### config.mk
export PLATFORM = sky130hd
export DESIGN_NAME = coherence_bus_arbiter
export DESIGN_NICKNAME = d
export VERILOG_FILES = /design/src/rtl/coherence_bus_arbiter_pkg.sv /design/src/rtl/coherence_bus_arbiter_rr.sv /design/src/rtl/coherence_bus_arbiter.sv
export SDC_FILE = /design/constraint.sdc
export NUM_CORES = 1
export LEC_CHECK = 0
export CAP_MARGIN = 20
export CORE_AREA = 2 2 265 267
export DETAILED_ROUTE_END_ITERATION = 10
export DIE_AREA = 0 0 267 269
export GPL_TIMING_DRIVEN = 0
export HOLD_SLACK_MARGIN = 0.03
export PLACE_DENSITY = 0.3
export SYNTH_ARGS = -nofsm -noshare
export SYNTH_HDL_FRONTEND = slang
export SYNTH_HIERARCHICAL = 1
export SYNTH_SLANG_ARGS = --single-unit
### constraint.sdc
create_clock -name clock -period 2.6 [get_ports clock]
set_input_delay 0.65 -clock clock [delete_from_list [all_inputs] [get_ports clock]]
set_output_delay 0.65 -clock clock [all_outputs]
set_load 0.005 [all_outputs]
### src/rtl/coherence_bus_arbiter_pkg.sv
// Shared definitions for the coherence bus arbiter.
// This package holds the bus message encodings used by the L1 bus wrappers
// and the responder. It also holds the arbiter FSM state encoding.
package coherence_bus_arbiter_pkg;

    localparam int MSG_W = 4;

    // Bus message encodings.
    localparam logic [MSG_W-1:0] NO_REQ     = 4'd0;
    localparam logic [MSG_W-1:0] R_REQ      = 4'd1;
    localparam logic [MSG_W-1:0] RFO_BCST   = 4'd2;
    localparam logic [MSG_W-1:0] WB_REQ     = 4'd3;
    localparam logic [MSG_W-1:0] FLUSH      = 4'd4;
    localparam logic [MSG_W-1:0] FLUSH_S    = 4'd5;
    localparam logic [MSG_W-1:0] C_WB       = 4'd6;
    localparam logic [MSG_W-1:0] C_FLUSH    = 4'd7;
    localparam logic [MSG_W-1:0] MEM_RESP   = 4'd8;
    localparam logic [MSG_W-1:0] MEM_RESP_S = 4'd9;
    localparam logic [MSG_W-1:0] REQ_FLUSH  = 4'd10;

    typedef enum logic [1:0] {
        ST_IDLE    = 2'd0,
        ST_GRANT   = 2'd1,
        ST_ACTIVE  = 2'd2,
        ST_RELEASE = 2'd3
    } arb_state_t;

endpackage

### src/rtl/coherence_bus_arbiter_rr.sv
// rr_priority_select: combinational round-robin pick.
// The search starts at the position just after last_grant and wraps around.
// Ports:
//   req          - one request bit per requester
//   last_grant   - index of the most recent master
//   grant_onehot - one-hot of the selected requester (zero if none)
//   grant_idx    - index of the selected requester
//   grant_valid  - at least one requester present
module rr_priority_select #(
    parameter int N  = 2,
    parameter int IW = (N > 1) ? $clog2(N) : 1
) (
    input  logic [N-1:0]  req,
    input  logic [IW-1:0] last_grant,
    output logic [N-1:0]  grant_onehot,
    output logic [IW-1:0] grant_idx,
    output logic          grant_valid
);

    logic [IW-1:0] cand;

    // last_grant < N, so a single conditional subtract is enough to wrap.
    function automatic int wrap_idx(input int i);
        return (i >= N) ? i - N : i;
    endfunction

    always_comb begin
        grant_onehot = '0;
        grant_idx    = '0;
        grant_valid  = 1'b0;
        cand         = '0;
        for (int off = 1; off <= N; off++) begin
            cand = IW'(wrap_idx(int'(last_grant) + off));
            if (!grant_valid && req[cand]) begin
                grant_valid        = 1'b1;
                grant_idx          = cand;
                grant_onehot[cand] = 1'b1;
            end
        end
    end

endmodule

### src/rtl/coherence_bus_arbiter.sv
// coherence_bus_arbiter: round-robin bus master selection and broadcast mux
// for the shared coherence bus between the L1 bus wrappers and the responder.
//
//   state      | meaning
//   -----------+------------------------------------------------------------
//   ST_IDLE    | no master; arbitrate among caches with a message != NO_REQ
//   ST_GRANT   | bus_master driven; hold timer loaded
//   ST_ACTIVE  | req_ready high; wait for master and responder to go idle
//   ST_RELEASE | one-cycle bus turnaround; round-robin pointer updated
//
// Ports:
//   clock, reset                  - clock; synchronous active-high reset
//   cache_msg/address/data/offset - packed per-cache bus outputs (slice i = cache i)
//   mem_msg/address/data_in       - responder outputs
//   bus_msg/address/data          - broadcast bus
//   curr_offset                   - offset of the current master
//   bus_master                    - one-hot grant
//   req_ready                     - master may issue its request
//   timeout_err                   - one-cycle pulse on forced release
module coherence_bus_arbiter
    import coherence_bus_arbiter_pkg::*;
#(
    parameter int NUM_CACHES      = 2,
    parameter int MSG_BITS        = 4,
    parameter int ADDRESS_BITS    = 32,
    parameter int BUS_WIDTH       = 128,
    parameter int MAX_OFFSET_BITS = 3,
    parameter int TIMEOUT_CYCLES  = 64,
    localparam int OW = $clog2(MAX_OFFSET_BITS) + 1
) (
    input  logic                             clock,
    input  logic                             reset,
    input  logic [NUM_CACHES*MSG_BITS-1:0]     cache_msg_in,
    input  logic [NUM_CACHES*ADDRESS_BITS-1:0] cache_address_in,
    input  logic [NUM_CACHES*BUS_WIDTH-1:0]    cache_data_in,
    input  logic [NUM_CACHES*OW-1:0]           cache_offset_in,
    input  logic [MSG_BITS-1:0]                mem_msg_in,
    input  logic [ADDRESS_BITS-1:0]            mem_address_in,
    input  logic [BUS_WIDTH-1:0]               mem_data_in,
    output logic [MSG_BITS-1:0]                bus_msg,
    output logic [ADDRESS_BITS-1:0]            bus_address,
    output logic [BUS_WIDTH-1:0]               bus_data,
    output logic [OW-1:0]                      curr_offset,
    output logic [NUM_CACHES-1:0]              bus_master,
    output logic                               req_ready,
    output logic                               timeout_err
);

    localparam int IW = (NUM_CACHES > 1) ? $clog2(NUM_CACHES) : 1;
    localparam int CW = (TIMEOUT_CYCLES > 1) ? $clog2(TIMEOUT_CYCLES) : 1;
    localparam logic [MSG_BITS-1:0] IDLE_MSG = MSG_BITS'(NO_REQ);

    arb_state_t          state;
    logic [NUM_CACHES-1:0] grant_q;
    logic [IW-1:0]       grant_idx_q;
    logic [IW-1:0]       last_grant_q;
    logic [CW-1:0]       hold_cnt;

    logic [NUM_CACHES-1:0] req_vec;
    logic [NUM_CACHES-1:0] rr_onehot;
    logic [IW-1:0]       rr_idx;
    logic                rr_valid;

    logic [MSG_BITS-1:0]     master_msg;
    logic [ADDRESS_BITS-1:0] master_address;
    logic [BUS_WIDTH-1:0]    master_data;
    logic [OW-1:0]           master_offset;
    logic                    mem_idle;
    logic                    in_tenure;

    for (genvar g = 0; g < NUM_CACHES; g++) begin : g_req
        assign req_vec[g] = cache_msg_in[g*MSG_BITS +: MSG_BITS] != IDLE_MSG;
    end

    rr_priority_select #(
        .N  (NUM_CACHES),
        .IW (IW)
    ) u_rr (
        .req          (req_vec),
        .last_grant   (last_grant_q),
        .grant_onehot (rr_onehot),
        .grant_idx    (rr_idx),
        .grant_valid  (rr_valid)
    );

    assign master_msg     = cache_msg_in[int'(grant_idx_q)*MSG_BITS +: MSG_BITS];
    assign master_address = cache_address_in[int'(grant_idx_q)*ADDRESS_BITS +: ADDRESS_BITS];
    assign master_data    = cache_data_in[int'(grant_idx_q)*BUS_WIDTH +: BUS_WIDTH];
    assign master_offset  = cache_offset_in[int'(grant_idx_q)*OW +: OW];
    assign mem_idle       = mem_msg_in == IDLE_MSG;
    assign in_tenure      = (state == ST_GRANT) || (state == ST_ACTIVE);
    assign bus_master     = grant_q;

    // The hold timer counts down from TIMEOUT_CYCLES-1. Reaching zero in ACTIVE
    // marks the last cycle a master may keep the bus.
    always_ff @(posedge clock) begin
        if (reset) begin
            state        <= ST_IDLE;
            grant_q      <= '0;
            grant_idx_q  <= '0;
            last_grant_q <= IW'(NUM_CACHES - 1);
            hold_cnt     <= '0;
            req_ready    <= 1'b0;
            timeout_err  <= 1'b0;
        end else begin
            timeout_err <= 1'b0;
            case (state)
                ST_IDLE: begin
                    if (rr_valid) begin
                        grant_q     <= rr_onehot;
                        grant_idx_q <= rr_idx;
                        state       <= ST_GRANT;
                    end
                end
                ST_GRANT: begin
                    hold_cnt  <= CW'(TIMEOUT_CYCLES - 1);
                    req_ready <= 1'b1;
                    state     <= ST_ACTIVE;
                end
                ST_ACTIVE: begin
                    if ((master_msg == IDLE_MSG) && mem_idle) begin
                        grant_q   <= '0;
                        req_ready <= 1'b0;
                        state     <= ST_RELEASE;
                    end else if (hold_cnt == '0) begin
                        timeout_err <= 1'b1;
                        grant_q     <= '0;
                        req_ready   <= 1'b0;
                        state       <= ST_RELEASE;
                    end else begin
                        hold_cnt <= hold_cnt - 1'b1;
                    end
                end
                ST_RELEASE: begin
                    last_grant_q <= grant_idx_q;
                    state        <= ST_IDLE;
                end
                default: state <= ST_IDLE;
            endcase
        end
    end

    // Responder traffic always wins the bus, whatever the arbitration state.
    always_comb begin
        bus_msg     = IDLE_MSG;
        bus_address = '0;
        bus_data    = '0;
        if (!mem_idle) begin
            bus_msg     = mem_msg_in;
            bus_address = mem_address_in;
            bus_data    = mem_data_in;
        end else if (in_tenure) begin
            bus_msg     = master_msg;
            bus_address = master_address;
            bus_data    = master_data;
        end
    end

    assign curr_offset = in_tenure ? master_offset : '0;

endmodule
==> results.json <==
{
  "cts.path.max_buffers": 2,
  "drv_slew": 0,
  "overflow": 0,
  "fin_util_pct": 20.8,
  "rows": 97,
  "num_vias": 8276,
  "hp-start": "state[0]",
  "dp_hpwl_um": 42700,
  "end_kind": "primary output",
  "violations": "setup timing",
  "drc_errors": 0,
  "vias_per_cell": 3.55,
  "ys_seq_area_share_pct": 5.47,
  "dieArea_um2": 71800,
  "synth_top_cell_by_area": "mux2i_1",
  "numCtsBuffers": 3,
  "dp_slack_ns": -1.36,
  "final_cell_mix": "502 x clkdlybuf4s50_1, 162 x mux2i_1, 158 x a22o_1",
  "ir_drop_v": 0.000212,
  "cts_tree": "yes",
  "grt_max_degree": 11,
  "p_seq_share_pct": 7.4,
  "drt_iter0_markers": 265,
  "dr.pass1.iters": 4,
  "synth_top_area_share_pct": 33.2,
  "wl_per_cell_um": 22.3,
  "final-setup-viol-count": 163,
  "ios": 671,
  "grt_pass1_vias": 8607,
  "worst_pin_slew_ns": 0.795,
  "die_h_um": 269,
  "gp_congestion": 0.778,
  "layout_commonest_cell": "clkdlybuf4s50_1",
  "fmax_ghz": 0.339,
  "grt.total_usage_pct": 13.0,
  "core_um2": 69300,
  "synthTopCellsByArea": "mux2i_1 33%, a22o_1 27%, nor2_1 12%",
  "drive_gt1_share_pct": 30.0,
  "setup.worst_path.start": "mem_msg_in[1]",
  "power_mw": 4.77,
  "switching_share_pct": 47.5,
  "rsz0062_at_grt": "yes",
  "syn-mean-instance-area_um2": 7.60,
  "fin_skew_ns": 0.00397,
  "cp_data_arrival_time_ns": 2.30,
  "critPathMaxFanout": 9,
  "clk_pin_slew_ns": 0.05,
  "r2r-start": "grant_idx_q",
  "p_sw_mw": 2.26,
  "synth.ff_latch_count": 14,
  "postRouteAntennaNets": 0,
  "cts_htree_levels": 1,
  "pwr_density_cell_nw_per_um2": 330,
  "crit_path_start_kind": "input pin",
  "antenna_found_initial": 12,
  "max_cap_violations": 0,
  "run_status": "complete, but fails checks",
  "hold_buffers": 0,
  "nets": 1900,
  "p_comb_share_pct": 86.4,
  "clock_latency_ns": 0.25,
  "hold_violations": 0,
  "nFillCells": 7722,
  "routed_wl_um": 51900,
  "die_x_um": 267,
  "setup_tns_ns": -40.60,
  "cp_data_required_time_ns": 1.95,
  "yosysWarnings": 6,
  "fin_crit_ns": 2.95,
  "intPower_mw": 2.51,
  "p_leak_nw": 5.32,
  "grt_pass1_wl_um": 66800,
  "start_util_pct": 7.40,
  "cts_sinks": 14,
  "post-route-period-util_pct": 114,
  "ys_types": 36,
  "slew_headroom_pct": 47.0,
  "cts_root_buf": "clkbuf_16",
  "place_inst": 2284,
  "synth_area_um2": 5120,
  "syn-num-nets": 1180,
  "path_class": "in -> out",
  "finalWorstSetupSlack_ns": -0.353,
  "synthCells": 674,
  "clockPowerShare_pct": 6.2,
  "fin_cells": 2333,
  "area_growth_pct": 182,
  "min_path_type": "reg -> reg",
  "portBuffers": 670
}
## layout make-up
| type | instances | area, µm² | share of cell area (%) |
|---|---|---|---|
| sequential | 14 | 285 | 1.98 |
| antenna | 1 | 2.50 | 0.0173 |
| multi-input combinational | 576 | 4950 | 34.3 |
| buffer | 78 | 978 | 6.77 |
| timing repair buffer | 715 | 6950 | 48.1 |
| inverter | 6 | 22.5 | 0.156 |
| tap | 940 | 1180 | 8.14 |
| clock buffer | 3 | 75.1 | 0.520 |
## cells by family after synthesis
family / count (synthesis) / share of synthesized area (%)
multiplexers: 170 / 33.2
buffers and inverters: 84 / 11.4
flip-flops: 14 / 5.47
AO/OA/AOI/OAI: 185 / 30.8
AND/OR/NAND/NOR: 215 / 17.7
adder cells (fa/ha/maj): 6 / 1.46
## power groups by stage
stage | Combinational [mW] | Sequential (mW) | Clock [mW]
after global routing | 4.49 | 0.365 | 0.313
after global placement | 3.81 | 0.353 | 0
final | 4.12 | 0.354 | 0.295
after floorplan | 1.62 | 0.339 | 0
after CTS | 4.00 | 0.351 | 0.302
after detailed placement | 3.79 | 0.354 | 0
## worst max-delay path, stage by stage
cell    delay, ns
buf_8        0.09
or4_4        0.53
buf_12       0.18
buf_16       0.18
buf_12       0.14
buf_16       0.12
a22o_1       0.23
buf_2        0.15
## worst paths after layout
check,depth (start not counted),end,slack [ns]
worst min-delay path,1,state[0],0.47
worst min register to register,1,state[0],0.47
worst max-delay path,8,bus_data[81],-0.35
worst max register to register,6,bus_master[0],0.76
## synthesized netlist by cell type, drive strengths merged
cell and n:
or4 3, o21a 1, nor4b 1, ha 6, and4 3, a21boi 3, inv 6, a32oi 1
mux2i 170, nand3b 1, nand4 2, nor3 6, a41o 3, a211o 1, and2 1, nand2 8
buf 54, or2 2, nor4 4, o21bai 4, nand3 2, nand2b 5, dfxtp 14, and3 2
nor2b 5, a21oi 9, o211ai 1, o21ai 1, clkbuf 24, a211oi 1, nor2 170, a22o 160
## routing by layer
layer / wire length, µm / share of wire, % / global-route usage (%) / up-vias
met1: 20300 / 39 / 14.9 / 3856
met4: 406 / 0.78 / 0.668 / 4
met3: 3600 / 6.9 / 3.02 / 37
met2: 27600 / 53 / 25.3 / 402
met5: 21 / 0.040 / 0 / -
li1: - / - / - / 3977
## timing repair
item | CTS | global route
buffers inserted | 10 | 11
pin swaps | 59 | 76
endpoints found under the hold margin | 0 | 0
gates resized for setup | 735 | 292
endpoints found under the setup margin | 168 | 167
cloned | 14 | 12
## state kept, by name (all words and copies together), names as in the netlist
name	cells
hold_cnt	6
bus_master	2
state	2
grant_idx_q	1
last_grant_q	1
req_ready	1
timeout_err	1
## through the flow
step           hold slack (ns)  instance area (µm²)
2_1_floorplan            0.467                 5120
3_3_place_gp             0.489                13000
3_5_place_dp             0.492                13000
4_1_cts                  0.501                13800
5_1_grt                  0.505                14400
6_report                 0.472                14400
Power figures use the tool's default switching activity.
